File: config.mk
export PLATFORM = sky130hd
export DESIGN_NAME = ppu_misc_ctrl
export DESIGN_NICKNAME = d
export VERILOG_FILES = /design/src/rtl/ppu_misc_ctrl.sv
export SDC_FILE = /design/constraint.sdc
export NUM_CORES = 1
export LEC_CHECK = 0
export CAP_MARGIN = 20
export CELL_PAD_IN_SITES_DETAIL_PLACEMENT = 0
export CELL_PAD_IN_SITES_GLOBAL_PLACEMENT = 1
export CORE_MARGIN = 2
export CORE_UTILIZATION = 41
export CTS_CLUSTER_SIZE = 12
export DETAILED_ROUTE_END_ITERATION = 6
export DONT_BUFFER_PORTS = 1
export PLACE_DENSITY = 0.79
export RECOVER_POWER = 25
export SKIP_CTS_REPAIR_TIMING = 1
export SLEW_MARGIN = 20
export SYNTH_ARGS = -nofsm -noshare
export SYNTH_HDL_FRONTEND = slang
export SYNTH_SLANG_ARGS = --single-unit
File: constraint.sdc
create_clock -name clk -period 1.9 [get_ports clk]
set_input_delay 0.285 -clock clk [delete_from_list [all_inputs] [get_ports clk]]
set_output_delay 0.285 -clock clk [all_outputs]
set_load 0.02 [all_outputs]
File: src/rtl/ppu_misc_ctrl.sv
// ppu_misc_ctrl: PPU miscellaneous control pins.
// Single-beat command interface writing a MODE register, plus timed pulses on
// the PPU1 external sync (active low) and PPU2 external latch pins.
// Optional feature macro: MISC_CTRL_PERIODIC_LATCH_EN adds a PERIOD register
// (addr 3) that ORs a periodic one-cycle latch pulse onto ppu2_extlatch.
module ppu_misc_ctrl (
  input  logic       clk,
  input  logic       rst_n,
  input  logic       cmd_valid,
  output logic       cmd_ready,
  input  logic [2:0] cmd_addr,
  input  logic [7:0] cmd_data,
  output logic       busy,
  output logic       ppu1_extsync_n,
  output logic       ppu1_hvcmode,
  output logic       ppu1_master_n,
  output logic       ppu1_palmode,
  output logic       ppu2_extlatch,
  output logic       ppu2_hvcmode,
  output logic       ppu2_palmode
);

  typedef enum logic [1:0] {
    IDLE        = 2'd0,
    SYNC_PULSE  = 2'd1,
    LATCH_PULSE = 2'd2
  } state_t;

  localparam logic [2:0] ADDR_MODE  = 3'd0;
  localparam logic [2:0] ADDR_SYNC  = 3'd1;
  localparam logic [2:0] ADDR_LATCH = 3'd2;

  state_t     state;
  logic [7:0] pulse_cnt;
  logic       latch_q;
  logic       cmd_fire;

  // Commands are only taken while idle; busy is simply the complement.
  assign cmd_ready = (state == IDLE);
  assign busy      = ~cmd_ready;
  assign cmd_fire  = cmd_valid & cmd_ready;

  // Control FSM: MODE register writes and the down-counted sync/latch pulses.
  always_ff @(posedge clk) begin
    if (!rst_n) begin
      state          <= IDLE;
      pulse_cnt      <= 8'd0;
      ppu1_extsync_n <= 1'b1;
      ppu1_hvcmode   <= 1'b0;
      ppu1_palmode   <= 1'b0;
      ppu1_master_n  <= 1'b0;
      ppu2_hvcmode   <= 1'b0;
      ppu2_palmode   <= 1'b0;
      latch_q        <= 1'b0;
    end else begin
      case (state)
        IDLE: begin
          if (cmd_fire) begin
            case (cmd_addr)
              ADDR_MODE: begin
                ppu1_hvcmode  <= cmd_data[0];
                ppu1_palmode  <= cmd_data[1];
                ppu1_master_n <= cmd_data[2];
                ppu2_hvcmode  <= cmd_data[3];
                ppu2_palmode  <= cmd_data[4];
              end
              ADDR_SYNC: begin
                if (cmd_data != 8'd0) begin
                  state          <= SYNC_PULSE;
                  pulse_cnt      <= cmd_data;
                  ppu1_extsync_n <= 1'b0;
                end
              end
              ADDR_LATCH: begin
                if (cmd_data != 8'd0) begin
                  state     <= LATCH_PULSE;
                  pulse_cnt <= cmd_data;
                  latch_q   <= 1'b1;
                end
              end
              default: begin
              end
            endcase
          end
        end
        SYNC_PULSE: begin
          if (pulse_cnt == 8'd1) begin
            state          <= IDLE;
            pulse_cnt      <= 8'd0;
            ppu1_extsync_n <= 1'b1;
          end else begin
            pulse_cnt <= pulse_cnt - 8'd1;
          end
        end
        LATCH_PULSE: begin
          if (pulse_cnt == 8'd1) begin
            state     <= IDLE;
            pulse_cnt <= 8'd0;
            latch_q   <= 1'b0;
          end else begin
            pulse_cnt <= pulse_cnt - 8'd1;
          end
        end
        default: begin
          state <= IDLE;
        end
      endcase
    end
  end

`ifdef MISC_CTRL_PERIODIC_LATCH_EN
  localparam logic [2:0] ADDR_PERIOD = 3'd3;

  logic [7:0] period_reg;
  logic [7:0] period_cnt;
  logic       periodic_hit;

  // Free-running period counter; counts cycles remaining until the next pulse.
  always_ff @(posedge clk) begin
    if (!rst_n) begin
      period_reg <= 8'd0;
      period_cnt <= 8'd0;
    end else if (cmd_fire && (cmd_addr == ADDR_PERIOD)) begin
      period_reg <= cmd_data;
      period_cnt <= cmd_data - 8'd1;
    end else if (period_reg != 8'd0) begin
      period_cnt <= (period_cnt == 8'd0) ? (period_reg - 8'd1) : (period_cnt - 8'd1);
    end
  end

  assign periodic_hit  = (period_reg != 8'd0) && (period_cnt == 8'd0);
  assign ppu2_extlatch = latch_q | periodic_hit;
`else
  assign ppu2_extlatch = latch_q;
`endif

endmodule

==> tab_implementation.tex, run 1 <==
\begin{tabular}{lr}
\hline
Metric & Value \\
\hline
\multicolumn{2}{l}{\textbf{Status}} \\
Run status & finished with violations \\
Violated checks & setup timing \\
\multicolumn{2}{l}{\textbf{Logic synthesis}} \\
Biggest area contributors in the synthesized netlist & sky130\_fd\_sc\_hd\_\_dfxtp\_1 31\%, sky130\_fd\_sc\_hd\_\_nor2\_1 6.1\%, sky130\_fd\_sc\_hd\_\_ha\_1 5.6\% \\
Number of flip-flops and latches in the synthesized netlist & 17 \\
Portion of the post-synthesis area used by sequential elements & 0.3070 \\
Distinct cell type count of the synthesized netlist & 44 \\
Mapped Area & 1109 sq um \\
Post-synth top area cell & sky130\_fd\_sc\_hd\_\_dfxtp\_1 \\
Yosys warning total & 0 \\
Syn\_nets & 148 \\
Syn Inst Count & 129 \\
Average instance area after synthesis & 8.594 sq um \\
Share of Yosys cell area claimed by the top area cell type & 0.3070 \\
\multicolumn{2}{l}{\textbf{Pwr}} \\
Net Sw Frac & 0.3177 \\
Pwr Total & 0.7958 mW \\
Sequential cell fraction of total power & 0.490 \\
Worst vdd ir & 0.5295 mV \\
Proportion of power drawn by combinational gates & 0.266 \\
Power dissipated by switching net loads & 0.2528 mW \\
Leakage & 0.5141 nW \\
Clock power share & 0.243 \\
Pwr dens & 606.3 nW/um\^{}2 \\
Internal cell power & 0.5429 mW \\
\multicolumn{2}{l}{\textbf{Setup path}} \\
Launch point of the critical path & state[0] \\
Startpoint types & register \\
Worst r2r dst & state[0] \\
Cell breakdown of the critical path & inv\_2 -> ha\_4 -> or4b\_4 -> nor4\_4 -> a21oi\_1 -> buf\_4 -> a32o\_1 \\
Depth of the worst register-to-register path & 7 \\
Kind of end point of the critical path & register \\
Start-to-end type of the worst setup path & register to register \\
Max Fanout on Critical Path & 4 \\
Highest cell delay on the worst timing path & 460 ps \\
Data required time of the worst path & 2090 ps \\
CP Data Arrival Time & 2110 ps \\
CP max stage cell & sky130\_fd\_sc\_hd\_\_or4b\_4 \\
R2R setup slack & -20 ps \\
Crit path to & state[0] \\
Launch point of the worst reg-to-reg path & state[0] \\
\multicolumn{2}{l}{\textbf{STA}} \\
Portion of the clock cycle consumed by the worst path in the final layout & 1.012 \\
Unrepaired setup endpoints after global routing & true \\
Final clock skew & 0.3968 ps \\
Rel. slew slack & 0.7726 \\
Tightest Pin Transition & 338.7 ps \\
Min setup slack post-route & -22.87 ps \\
Final number of setup-violating endpoints & 5 \\
Final max-slew violation count & 0 \\
Maximum clock frequency & 520.1 MHz \\
Number of endpoints with negative hold slack in the final report & 0 \\
Post-route worst hold slack & 136.1 ps \\
Final critical delay including setup and external delays & 1923 ps \\
\multicolumn{2}{l}{\textbf{Detailed routing}} \\
Wire length after detailed routing & 2812 microns \\
Count of TritonRoute iterations in the first routing pass & 4 \\
DR iter-0 viols & 25 \\
Remaining routing DRC violations & 0 \\
Vias per std cell & 5.778 \\
Post-route antenna net violation count & 0 \\
Via total after detailed routing & 1,017 \\
Routed wirelength normalized by instance count & 15.98 microns \\
\multicolumn{2}{l}{\textbf{Global routing}} \\
Via count of the first global-routing pass & 958 \\
GRT Residual Overflow & 0 \\
Wire length of the first global-routing pass & 4416 microns \\
Number of antenna violations at the first check in global routing & 0 \\
Maximum number of pins on one net before global-route repair & 17 \\
GRT Total Usage & 0.1739 \\
\multicolumn{2}{l}{\textbf{Clock tree}} \\
Clock sink count & 17 \\
CTS root buf & sky130\_fd\_sc\_hd\_\_clkbuf\_4 \\
CTS H-tree depth & 1 \\
TritonCTS clock tree & done \\
Clock-pin slew on the worst setup and hold paths & 100 ps \\
Clock latency on the worst-skew pair & 290 ps \\
Total clock buffers created by CTS & 3 \\
Number of buffers between clock root and the deepest sink & 2 \\
\multicolumn{2}{l}{\textbf{Placed design}} \\
Count of port buffers added during placement & 0 \\
Placer Congestion & 0.7702 \\
Dpl hpwl & 2048 microns \\
Pre-CTS worst setup slack & 11.64 ps \\
Standard cell area after detailed placement & 1212 sq um \\
\multicolumn{2}{l}{\textbf{Floorplanning}} \\
FP Rows & 18 \\
Die Wd & 56 microns \\
Core footprint & 2522 sq um \\
Die area & 3136 sq um \\
Effective utilization at floorplan & 0.4395 \\
IO Count & 23 \\
Die height & 56 microns \\
\multicolumn{2}{l}{\textbf{Finish}} \\
Non-Filler Cell Area, Final & 1313 sq um \\
Post-synthesis to final-layout area growth & 18.40\% \\
Proportion of layout cells with a drive suffix above 1 & 0.3493 \\
Antenna fix cells & 0 \\
Count of nets after finishing & 166 \\
\multicolumn{2}{l}{\textbf{Run}} \\
Max-cap violations & 0 \\
\multicolumn{2}{l}{\textbf{Hold path}} \\
Hold Path Stages & 2 \\
Worst hold-check path type & input pin to register \\
\hline
\end{tabular}
stage by stage:
step,utilization,setup TNS (ps),cells
after detailed placement,0.4807,0,167
after global routing,0.5203,-839.4,176
final,0.5203,-73.68,176
after CTS,0.4916,-11.00,171
after floorplan,-,-701.2,129
after global placement,0.4807,0,167
critical path: cells and delay by family (launching register included):
family                   cells  cell delay [ps]
buffers and inverters        2              230
adder cells (fa/ha/maj)      1              130
flip-flops                   1              350
AND/OR/NAND/NOR              2              760
AO/OA/AOI/OAI                2              360
flip-flops by register name (all words and copies together) (netlist names):
name,cells
pulse_cnt,8
state,2
ppu1_extsync_n,1
ppu1_hvcmode,1
ppu1_master_n,1
ppu1_palmode,1
ppu2_extlatch,1
ppu2_hvcmode,1
ppu2_palmode,1
power groups by stage:
| stage | logic (mW) | registers [mW] | clock network (mW) |
|---|---|---|---|
| after global placement | 0.192 | 0.397 | 0 |
| after global routing | 0.235 | 0.391 | 0.218 |
| final | 0.212 | 0.390 | 0.194 |
| after CTS | 0.193 | 0.390 | 0.204 |
| after detailed placement | 0.192 | 0.398 | 0 |
| after floorplan | 0.147 | 0.397 | 0 |
cells in the mapped netlist (all sizes together):
cell type / count
nor2: 18
dfxtp: 17
a21oi: 11
nand2: 9
o21ai: 9
inv: 6
mux2i: 6
ha: 5
nor3: 5
nand2b: 4
nor4: 4
a21o: 3
buf: 3
or3: 3
a211o: 2
a32o: 2
nand3: 2
a211oi: 1
a221oi: 1
a311oi: 1
a32oi: 1
and3: 1
clkbuf: 1
clkinv: 1
dlymetal6s2s: 1
nand3b: 1
nand4b: 1
nor3b: 1
o2111ai: 1
o211ai: 1
o22ai: 1
o31ai: 1
o32ai: 1
or3b: 1
or4: 1
or4b: 1
xnor2: 1
worst min-delay path by stage:
stage,to,from
after global routing,ppu1_master_n,cmd_data[2]
after floorplan,ppu1_hvcmode,cmd_data[0]
after global placement,ppu1_palmode,cmd_data[1]
final,ppu1_master_n,cmd_data[2]
after CTS,pulse_cnt[7],rst_n
after detailed placement,ppu1_hvcmode,cmd_data[0]
kinds of logic (layout without fill, tap and decap cells):
logic type	Yosys count	count (layout)	share of synthesized area
flip-flops	17	17	0.3070
buffers and inverters	12	28	0.07109
AND/OR/NAND/NOR	52	53	0.2562
adder cells (fa/ha/maj)	5	5	0.05643
multiplexers	6	6	0.05418
XOR/XNOR	1	1	0.007902
AO/OA/AOI/OAI	36	36	0.2472
metal layers:
layer,global-route usage,part of all wire
met1,0.2244,0.46
met2,0.2840,0.47
met3,0.06512,0.073
met4,0.02041,0.0043
met5,0,0
layout make-up:
type / instances / area (sq um)
clock buffer: 3 / 22.52
timing repair buffer: 17 / 127.6
tap: 30 / 37.54
multi-input combinational: 101 / 750.7
inverter: 7 / 26.28
fill: 247 / 1210
sequential: 17 / 342.8
clock inverter: 1 / 5.005
layout by cell type, fill, tap and decap left out, drive strengths merged, types with 3 or more instances in the layout:
master,count
nor2,18
buf,17
dfxtp,17
a21oi,11
nand2,9
o21ai,9
mux2i,6
inv,6
nor3,5
ha,5
nand2b,5
nor4,4
a21o,3
clkbuf,3
or3,3
Power figures use the tool's default switching activity.
==> run 2: changes to the inputs <==
- CAP_MARGIN: 20 -> 5
- RECOVER_POWER: 25 -> 100
==> results of run 2 <==
No change in the layout: final DEF, timing and power equal those of run 1.
